File: config.mk
export PLATFORM = sky130hd
export DESIGN_NAME = flag_stack_register_flat
export DESIGN_NICKNAME = d
export VERILOG_FILES = /design/src/rtl/exec_pkg.sv /design/src/rtl/flag_stack_register_if.sv /design/src/rtl/flag_lifo.sv /design/src/rtl/flag_stack_register.sv /design/src/flat_wrapper.sv
export SDC_FILE = /design/constraint.sdc
export NUM_CORES = 1
export LEC_CHECK = 0
export BUFFER_PORTS_ARGS = -buffer_cell sky130_fd_sc_hd__buf_4
export CAP_MARGIN = 40
export CORE_AREA = 2 2 52 54
export CTS_BUF_LIST = sky130_fd_sc_hd__clkbuf_4 sky130_fd_sc_hd__clkbuf_8 sky130_fd_sc_hd__clkbuf_16
export DETAILED_ROUTE_END_ITERATION = 6
export DIE_AREA = 0 0 54 56
export PLACE_DENSITY = 0.8
export SLEW_MARGIN = 20
export SYNTH_ARGS = -nofsm -noshare
export SYNTH_HDL_FRONTEND = slang
export SYNTH_SLANG_ARGS = --single-unit
File: constraint.sdc
create_clock -name clk -period 5.1 [get_ports clk]
set_clock_uncertainty 0.2 [all_clocks]
set_input_delay 1.02 -clock clk [delete_from_list [all_inputs] [get_ports clk]]
set_output_delay 1.02 -clock clk [all_outputs]
set_load 0.01 [all_outputs]
File: src/rtl/exec_pkg.sv
// Execute-stage shared definitions: flag indices, NOP opcode,
// flag vector type and save-stack state encoding.
package exec_pkg;

  localparam int FLAG_Z = 0;
  localparam int FLAG_N = 1;
  localparam int FLAG_C = 2;

  localparam int NF_DEF = 3;
  localparam logic [4:0] NOP_OPCODE = 5'b01010;

  typedef logic [NF_DEF-1:0] flags_t;

  typedef enum logic [1:0] {
    ST_EMPTY,
    ST_PARTIAL,
    ST_FULL
  } lifo_state_t;

endpackage

File: src/rtl/flag_stack_register_if.sv
// Bundle of control inputs and flag/stack status outputs
// between the execute stage and the flag register.
interface flag_stack_register_if #(
  parameter int NF  = 3,
  parameter int OPW = 5,
  parameter int CW  = 3
);

  logic           en;
  logic [OPW-1:0] opcode;
  logic [NF-1:0]  in_flags;
  logic [NF-1:0]  upd_mask;
  logic [NF-1:0]  set_mask;
  logic [NF-1:0]  clr_mask;
  logic           push;
  logic           pop;
  logic [NF-1:0]  out_flags;
  logic [CW-1:0]  depth;
  logic           full;
  logic           empty;
  logic           err;

  modport master (
    output en, opcode, in_flags,
    output upd_mask, set_mask, clr_mask,
    output push, pop,
    input  out_flags, depth,
    input  full, empty, err
  );

  modport slave (
    input  en, opcode, in_flags,
    input  upd_mask, set_mask, clr_mask,
    input  push, pop,
    output out_flags, depth,
    output full, empty, err
  );

endinterface

File: src/rtl/flag_lifo.sv
// Flag save stack: DEPTH x NF storage, depth counter FSM,
// legal push/pop decode and sticky misuse indicator.
module flag_lifo
  import exec_pkg::*;
#(
  parameter int NF    = 3,
  parameter int DEPTH = 4,
  parameter int CW    = $clog2(DEPTH+1)
) (
  input  logic          clk,
  input  logic          rst,
  input  logic          push,
  input  logic          pop,
  input  logic [NF-1:0] wdata,
  output logic [NF-1:0] rdata,
  output logic          pop_ok,
  output logic [CW-1:0] depth,
  output logic          full,
  output logic          empty,
  output logic          err
);

  lifo_state_t   state_q, state_d;
  logic [CW-1:0] depth_q, depth_d;
  logic          err_q, err_d;
  logic          push_ok;
  logic [NF-1:0] mem [DEPTH];

  assign depth = depth_q;
  assign full  = (depth_q == CW'(DEPTH));
  assign empty = (depth_q == '0);
  assign err   = err_q;

  always_comb begin
    depth_d = depth_q;
    err_d   = err_q;
    push_ok = 1'b0;
    pop_ok  = 1'b0;
    unique case (1'b1)
      push && pop: err_d = 1'b1;
      push && !pop: begin
        if (state_q == ST_FULL) begin
          err_d = 1'b1;
        end else begin
          push_ok = 1'b1;
          depth_d = depth_q + CW'(1);
        end
      end
      pop && !push: begin
        if (state_q == ST_EMPTY) begin
          err_d = 1'b1;
        end else begin
          pop_ok  = 1'b1;
          depth_d = depth_q - CW'(1);
        end
      end
      default: ;
    endcase
  end

  always_comb begin
    state_d = ST_PARTIAL;
    if (depth_d == '0)
      state_d = ST_EMPTY;
    else if (depth_d == CW'(DEPTH))
      state_d = ST_FULL;
  end

  always_ff @(posedge clk or negedge rst) begin
    if (!rst) begin
      state_q <= ST_EMPTY;
      depth_q <= '0;
      err_q   <= 1'b0;
    end else begin
      state_q <= state_d;
      depth_q <= depth_d;
      err_q   <= err_d;
    end
  end

  always_ff @(posedge clk or negedge rst) begin
    if (!rst) begin
      for (int i = 0; i < DEPTH; i++)
        mem[i] <= '0;
    end else begin
      for (int i = 0; i < DEPTH; i++)
        if (push_ok && depth_q == CW'(i))
          mem[i] <= wdata;
    end
  end

  // top-of-stack is the entry just below depth
  always_comb begin
    rdata = '0;
    for (int i = 0; i < DEPTH; i++)
      if (depth_q == CW'(i + 1))
        rdata = mem[i];
  end

endmodule

File: src/rtl/flag_stack_register.sv
// Execute-stage condition-code register with masked update,
// NOP suppression and an interrupt save/restore stack.
module flag_stack_register
  import exec_pkg::*;
#(
  parameter int             NF     = 3,
  parameter int             DEPTH  = 4,
  parameter int             OPW    = 5,
  parameter logic [OPW-1:0] NOP_OP = OPW'(NOP_OPCODE),
  parameter int             CW     = $clog2(DEPTH+1)
) (
  input  logic clk,
  input  logic rst,
  flag_stack_register_if.slave bus
);

  logic [NF-1:0] flags_q;
  logic [NF-1:0] flags_d;
  logic [NF-1:0] upd_flags;
  logic [NF-1:0] stk_rdata;
  logic          valid;
  logic          pop_ok;

  assign valid = bus.en && (bus.opcode != NOP_OP);

  // clear is applied last so it wins over set
  always_comb begin
    upd_flags = flags_q;
    if (valid) begin
      upd_flags = (flags_q & ~bus.upd_mask)
                | (bus.in_flags & bus.upd_mask);
      upd_flags = upd_flags | bus.set_mask;
      upd_flags = upd_flags & ~bus.clr_mask;
    end
  end

  always_comb begin
    flags_d = upd_flags;
    if (pop_ok)
      flags_d = stk_rdata;
  end

  always_ff @(posedge clk or negedge rst) begin
    if (!rst)
      flags_q <= '0;
    else
      flags_q <= flags_d;
  end

  assign bus.out_flags = flags_q;

  flag_lifo #(
    .NF    (NF),
    .DEPTH (DEPTH),
    .CW    (CW)
  ) u_lifo (
    .clk    (clk),
    .rst    (rst),
    .push   (bus.push),
    .pop    (bus.pop),
    .wdata  (flags_q),
    .rdata  (stk_rdata),
    .pop_ok (pop_ok),
    .depth  (bus.depth),
    .full   (bus.full),
    .empty  (bus.empty),
    .err    (bus.err)
  );

endmodule

File: src/flat_wrapper.sv
// flat-port wrapper written by rule: the top's interface ports become plain ports
module flag_stack_register_flat import exec_pkg::*;
#(
  parameter int             NF     = 3,
  parameter int             DEPTH  = 4,
  parameter int             OPW    = 5,
  parameter logic [OPW-1:0] NOP_OP = OPW'(NOP_OPCODE),
  parameter int             CW     = $clog2(DEPTH+1)
)
  (clk, rst, bus_en, bus_opcode, bus_in_flags, bus_upd_mask, bus_set_mask, bus_clr_mask, bus_push, bus_pop, bus_out_flags, bus_depth, bus_full, bus_empty, bus_err);
  flag_stack_register_if #(.NF(NF), .OPW(OPW), .CW(CW)) bus_i ();
  input  logic clk;
  input  logic rst;
  input wire logic [$bits(bus_i.en)-1:0] bus_en;
  input wire logic [$bits(bus_i.opcode)-1:0] bus_opcode;
  input wire logic [$bits(bus_i.in_flags)-1:0] bus_in_flags;
  input wire logic [$bits(bus_i.upd_mask)-1:0] bus_upd_mask;
  input wire logic [$bits(bus_i.set_mask)-1:0] bus_set_mask;
  input wire logic [$bits(bus_i.clr_mask)-1:0] bus_clr_mask;
  input wire logic [$bits(bus_i.push)-1:0] bus_push;
  input wire logic [$bits(bus_i.pop)-1:0] bus_pop;
  output wire logic [$bits(bus_i.out_flags)-1:0] bus_out_flags;
  output wire logic [$bits(bus_i.depth)-1:0] bus_depth;
  output wire logic [$bits(bus_i.full)-1:0] bus_full;
  output wire logic [$bits(bus_i.empty)-1:0] bus_empty;
  output wire logic [$bits(bus_i.err)-1:0] bus_err;
  assign bus_i.en = bus_en;
  assign bus_i.opcode = bus_opcode;
  assign bus_i.in_flags = bus_in_flags;
  assign bus_i.upd_mask = bus_upd_mask;
  assign bus_i.set_mask = bus_set_mask;
  assign bus_i.clr_mask = bus_clr_mask;
  assign bus_i.push = bus_push;
  assign bus_i.pop = bus_pop;
  assign bus_out_flags = bus_i.out_flags;
  assign bus_depth = bus_i.depth;
  assign bus_full = bus_i.full;
  assign bus_empty = bus_i.empty;
  assign bus_err = bus_i.err;
  flag_stack_register #(.NF(NF), .DEPTH(DEPTH), .OPW(OPW), .NOP_OP(NOP_OP), .CW(CW)) u_core (.clk(clk), .rst(rst), .bus(bus_i));
endmodule
# Yosys cells after proc, flatten, opt, wreduce, memory -nomap -nowiden
# Cells that the tools add are included.
[word_totals] register_bits=21 inputBits=22 output_inout_bits=9 word_cells=60
[classes] n_addsub=2 n_eq_ne=9 muxes=18 bitwise=7 n_reduce_logical=16
[ops] operator="two-way mux 3 bit" n=8
[ops] operator="bitwise AND 3 bit" n=3
[ops] operator="logical AND 1 bit" n=8
[ops] operator="== test 3 x 2 -> 1 bit (second input constant)" n=2
[ops] operator="== test 3 bit (second input constant)" n=2
[ops] operator="logical NOT 3 bit" n=2
[ops] operator="two-way mux 1 bit" n=6
[ops] operator="inverter 3 bit" n=2
[ops] operator="bitwise OR 3 bit" n=2
[ops] operator="case mux 3 bit (2 select lines)" n=1
[ops] operator="inequality test 5 x 4 -> 1 bit (second input constant)" n=1
[ops] operator="two-way mux 2 bit" n=2
[ops] operator="inequality test 2 x 1 -> 1 bit (second input constant)" n=2
[ops] operator="adder 3 x 1 -> 3 bit (second input constant)" n=1
[ops] operator="== test 3 x 1 -> 1 bit (second input constant)" n=1
[ops] operator="case mux 1 bit (3 select lines)" n=1
[ops] operator="AND reduction 3 bit" n=1
[ops] operator="nonzero test 3 bit" n=1
[ops] operator="subtractor 3 x 1 -> 3 bit (second input constant)" n=1
[ops] operator="== test 2 bit (second input constant)" n=1
[ops] operator="logical NOT 1 bit" n=2
[ops] operator="logical NOT 2 bit" n=1
[ops] operator="nonzero test 2 bit" n=1

# Logic depth before layout (Yosys ltp)
[logic_depth] word_depth=7 ltp_mapped=7 mapped_depth_nobuf=6

# Hierarchy
# A second synthesis with hierarchy kept.
[unflattened] cells_unflattened=119 hier_area_um2=1281.2
[modules_own_cells] module="flag_lifo" n_inst=1 cells_each=96 area_per_inst_um2=1073.5 seq_area_each_um2=450.4
[modules_own_cells] module="flag_stack_register" n_inst=1 cells_each=23 area_per_inst_um2=207.7 seq_area_each_um2=75.1

# Least setup slack after synthesis
# No wires, ideal clock.
[synth_timing] path_type="input-to-reg" from="in bus_push" to="reg u_core.u_lifo.state_q[0]" setup_ns=0.124 arrival_ns=1.977 required_ns=4.776 setup_slack_ns=2.799 stages=6 n_path_buf=0 cell_sequence="inv_1 -> ha_1 -> nor4b_2 -> a41oi_1 -> o2111a_1 -> or2_1"
[synth_between] elab_chain_len=6 elab_cells_between_ends=8 classes_between="eq/ne: 1; mux: 3; reduce/logical: 4"
[synth_lines] item="start, declared" line="flat_wrapper.sv:20" text="input wire logic [$bits(bus_i.push)-1:0] bus_push;"
[synth_lines] item="logical NOT 1 bit" line="flag_lifo.sv:49" text="pop && !push: begin"
[synth_lines] item="logical AND 1 bit" line="flag_lifo.sv:49"
[synth_lines] item="case mux 3 bit (2 select lines) (*)" line="flag_lifo.sv:39" text="unique case (1'b1)"
[synth_lines] item="net u_core.u_lifo.depth_d[0]" line="flag_lifo.sv:24" text="logic [CW-1:0] depth_q, depth_d;"
[synth_lines] item="== test 3 bit" line="flag_lifo.sv:65" text="else if (depth_d == CW'(DEPTH))"
[synth_lines] item="two-way mux 2 bit" line="flag_lifo.sv:65"
[synth_lines] item="two-way mux 2 bit (*)" line="flag_lifo.sv:63" text="if (depth_d == '0)"
[synth_lines] item="net u_core.u_lifo.state_d[0]" line="flag_lifo.sv:23" text="lifo_state_t state_q, state_d;"
[synth_lines] item="end signal, assigned" line="flag_lifo.sv:75" text="state_q <= state_d;"
[synth_lines] item="end, declared" line="flag_lifo.sv:23"
# Mark *: on every way through the listed nets, which the timed path passes. The rest lies on a longest branch.
# A chain may end at the register's enable or synchronous reset.

# Final worst setup path
[layout_timing] from="reg u_core.u_lifo.depth_q[0] (netlist: u_core.u_lifo.depth[0])" to="out bus_full"
[layout_between] elab_chain_len=1
[layout_lines] item="start, declared" line="flag_lifo.sv:24"
[layout_lines] item="start signal, assigned" line="flag_lifo.sv:76" text="depth_q <= depth_d;"
[layout_lines] item="== test 3 bit" line="flag_lifo.sv:30" text="assign full = (depth_q == CW'(DEPTH));"
[layout_lines] item="end, declared" line="flat_wrapper.sv:24" text="output wire logic [$bits(bus_i.full)-1:0] bus_full;"
# Every way passes these cells.

==> summary.txt <==
Synth
  • Top area cells in the synthesized netlist: dfrtp_1 40%, mux2_2 10%, ha_1 8.6%
  • Cell type with the highest aggregate area in the netlist: dfrtp_1
  • Top-count cell post-synth: dfrtp_1
  • Number of instances in the synthesized netlist: about 120
  • Synthesis warning total: 0
  • Synth Flop Type: dfrtp_1
  • Ranking of synthesized cells by instance count: 21 x dfrtp_1, 12 x inv_1, 12 x mux2_2
  • Share of async-settable or async-resettable flops after synthesis: 100.0%
  • Unique masters post-synth: 38
  • Top-area cell type share of the netlist area: 40.00%
  • Post-synth net total: approximately 150
  • Per-instance average area after synthesis: about 11 um^2
  • Portion of the post-synthesis area used by sequential elements: roughly two fifths
  • Netlist Area Pre-Place: 1314 um^2
  • Post-synth EDFFs: 0
  • Total of flip-flops plus latches after synthesis: 21

Critical path
  • Buf/Inv on CP: 3
  • CP Capture Type: output port
  • Peak per-stage delay on the critical path: between 0.5 and 0.6 ns
  • CP max FO: 8
  • Cells along the critical path: inv_1 -> ha_1 -> nand2_1 -> inv_1 -> buf_4
  • Startpoint type of the worst setup path: flop
  • Data required time of the worst path: between 3 and 4 ns
  • Most used cell along the critical path: inv_1
  • Slowest-stage cell, CP: dfrtp_1
  • Largest delay share family, worst path: flip-flops
  • Worst path arrival time: between 1.5 and 2 ns
  • Critical path start-end classification: reg2out

Global routing
  • Number of global-route vias before repair: ~1000
  • Global-route wire length before repair: a little under 5 mm
  • Overall routing resource usage: 21.34%
  • Largest net degree at the start of global routing: 22
  • Number of antenna violations at the first check in global routing: 0
  • Aggregate global routing overflow: 0

Routing
  • Number of search-and-repair iterations in the first detailed-routing pass: 4
  • Routed via count: 1067
  • Number of nets with antenna violations after detailed routing: 0
  • Number of remaining DRC errors: 0
  • Routed WL: approximately 2.8 mm
  • Detail-routed net length per standard cell: 15.91 um
  • Post-detailed-route via-to-cell ratio: 5.961
  • DRC marker count from the first detailed-route iteration: 24

Floorplan
  • Floorplan row count: 18
  • Core Box Area: ~2400 um^2
  • Top-Level Pins: 31
  • Die Y-Extent: 56 um
  • Starting utilization of the core area: a little over half
  • Die width: roughly 54 um
  • Die area: approximately 3000 um^2

STA
  • Summed negative setup slack over all endpoints: 0 ns
  • Total of endpoints with negative setup slack in the final report: 0
  • Number of pins with negative max-slew slack in the final report: 0
  • Peak clock frequency supported by timing: approximately 0.35 GHz
  • Slew at the pin with the worst max-slew slack: between 0.4 and 0.5 ns
  • Period utilisation layout: a little under three fifths
  • Final critical path time including I/O delays and setup: 2.843 ns
  • Unrepaired setup endpoints after global routing: no
  • Slew HR: 73.23%
  • Final hold violation count: 0
  • Final Hold Slack: roughly 0.29 ns

Clock network
  • Clock sink total: 21
  • Clock insertion delay at the later pin of the skew report: 0.29 ns
  • Post-CTS Repair Setup Buffers: 0
  • CTS H-tree depth: 1
  • TritonCTS clock tree: built
  • Buffer levels on the longest clock path: 2
  • Number of buffers added by the clock tree synthesis step: 3
  • Resized cells post-CTS: 0
  • Register clock-pin slew on the reported worst setup and hold paths: approximately 0.11 ns
  • CTS Hold Bufs: 0
  • Root cell of the clock tree: clkbuf_4

Run
  • Max-capacitance violation count: 0

Layout
  • Antenna fix cells: 0
  • Post-synthesis to final-layout area growth: 20.57%
  • NumNets Final: around 180
  • Share of post-route cells with drive strength above 1: 36.91%

Status
  • Outcome: finished, final reports clean

Placed design
  • Number of port buffers: 30
  • Final Wtd Congestion: 0.7860
  • Hpwl dp: roughly 2.2 mm

Pwr
  • Leakage dissipation: between 0.7 and 0.8 nW
  • Power Density: between 400 and 500 nW/um^2
  • Worst IR Drop VDD: around 270 uV

Hold path
  • Worst min-delay path category: reg2reg
metrics by stage:
| step | util (%) | cell area [um^2] | worst slack, ns | std cells | power, mW |
|---|---|---|---|---|---|
| floorplan | - | 1314 | 2.799 | 117 | 0.5329 |
| global placement | 63.89 | 1554 | 2.620 | 175 | 0.6222 |
| detailed placement | 63.89 | 1554 | 2.557 | 175 | 0.6401 |
| CTS | 65.12 | 1584 | 2.263 | 179 | 0.7248 |
| global route | 65.12 | 1584 | 2.127 | 179 | 0.7750 |
| finish | 65.12 | 1584 | 2.257 | 179 | 0.7212 |
cells by family (layout without fill, tap and decap cells):
group                      after synthesis  count (layout)  synth area share (%)
DFF                                     21              21                 40.00
buffers and inverters                   14              46                 5.142
xor gates and xnor gates                 1               1                0.6668
adders and majority gates                9               9                 8.572
and+or+nand+nor                         23              23                 13.05
muxes                                   17              17                 14.10
AOI/OAI and AO/OA                       32              32                 18.48
layout make-up:
type,count,area [um^2]
Sequential cell,21,525.5
Tap cell,30,37.54
Multi-Input combinational cell,82,720.7
Inverter,12,45.04
Clock buffer,4,30.03
Fill cell,190,848.3
Timing Repair Buffer,30,225.2
report_power, final:
| part | internal (mW) | total, mW | switching (mW) |
|---|---|---|---|
| Clock | 0.0357 | 0.0825 | 0.0468 |
| Combinational | 0.174 | 0.321 | 0.148 |
| Sequential | 0.232 | 0.317 | 0.0853 |
| Total | 0.442 | 0.721 | 0.280 |
final timing paths:
path / from / slack [ns] / depth (start not counted) / endpoint
max in group asynchronous: rst / 4.10 / 1 / u_core.u_lifo.depth[1]$_DFF_PN0_
max: u_core.u_lifo.depth[0]$_DFF_PN0_ / 2.26 / 5 / bus_full
min: u_core.u_lifo.err$_DFFE_PN0P_ / 0.29 / 1 / u_core.u_lifo.err$_DFFE_PN0P_
min in group asynchronous: rst / 0.39 / 1 / async pin
max reg2reg: flop / 2.96 / 6 / u_core.bus.out_flags[0]$_DFFE_PN0P_
min reg2reg: u_core.u_lifo.err$_DFFE_PN0P_ / 0.29 / 1 / u_core.u_lifo.err$_DFFE_PN0P_
state kept, by name, summed over array words and instances, names as in the netlist, named ones only:
signal and cells:
u_core.u_lifo.state_q 2, u_core.u_lifo.err 1, u_core.u_lifo.depth 2, u_core.bus.out_flags 3, u_core.u_lifo.mem 12
layout by cell type, fill, tap and decap left out, types with 2 or more instances in the layout:
cell,count
ha_1,9
dfrtp_1,21
mux2i_1,5
buf_4,30
clkbuf_4,4
nand2_1,9
a21oi_1,3
a2bb2oi_1,3
inv_1,12
o21ai_0,6
a222oi_1,3
a211oi_1,3
a21o_1,3
nand3_2,2
mux2_2,12
worst register-to-register path, stage by stage, from the launching register on:
cell and delay, ns:
dfrtp_1 0.60, inv_1 0.17, ha_1 0.33, nor3b_1 0.35, nand2_1 0.11, a21o_1 0.17, a2bb2oi_1 0.14
per-layer routing:
layer / track usage, % / share of wire (%) / vias up
met2: 33.10 / 49 / 38
met4: 6.071 / 1.0 / 0
met1: 28.69 / 44 / 524
met5: 0 / 0 / -
met3: 5.914 / 5.9 / 4
li1: - / - / 501
Power figures use the tool's default switching activity.
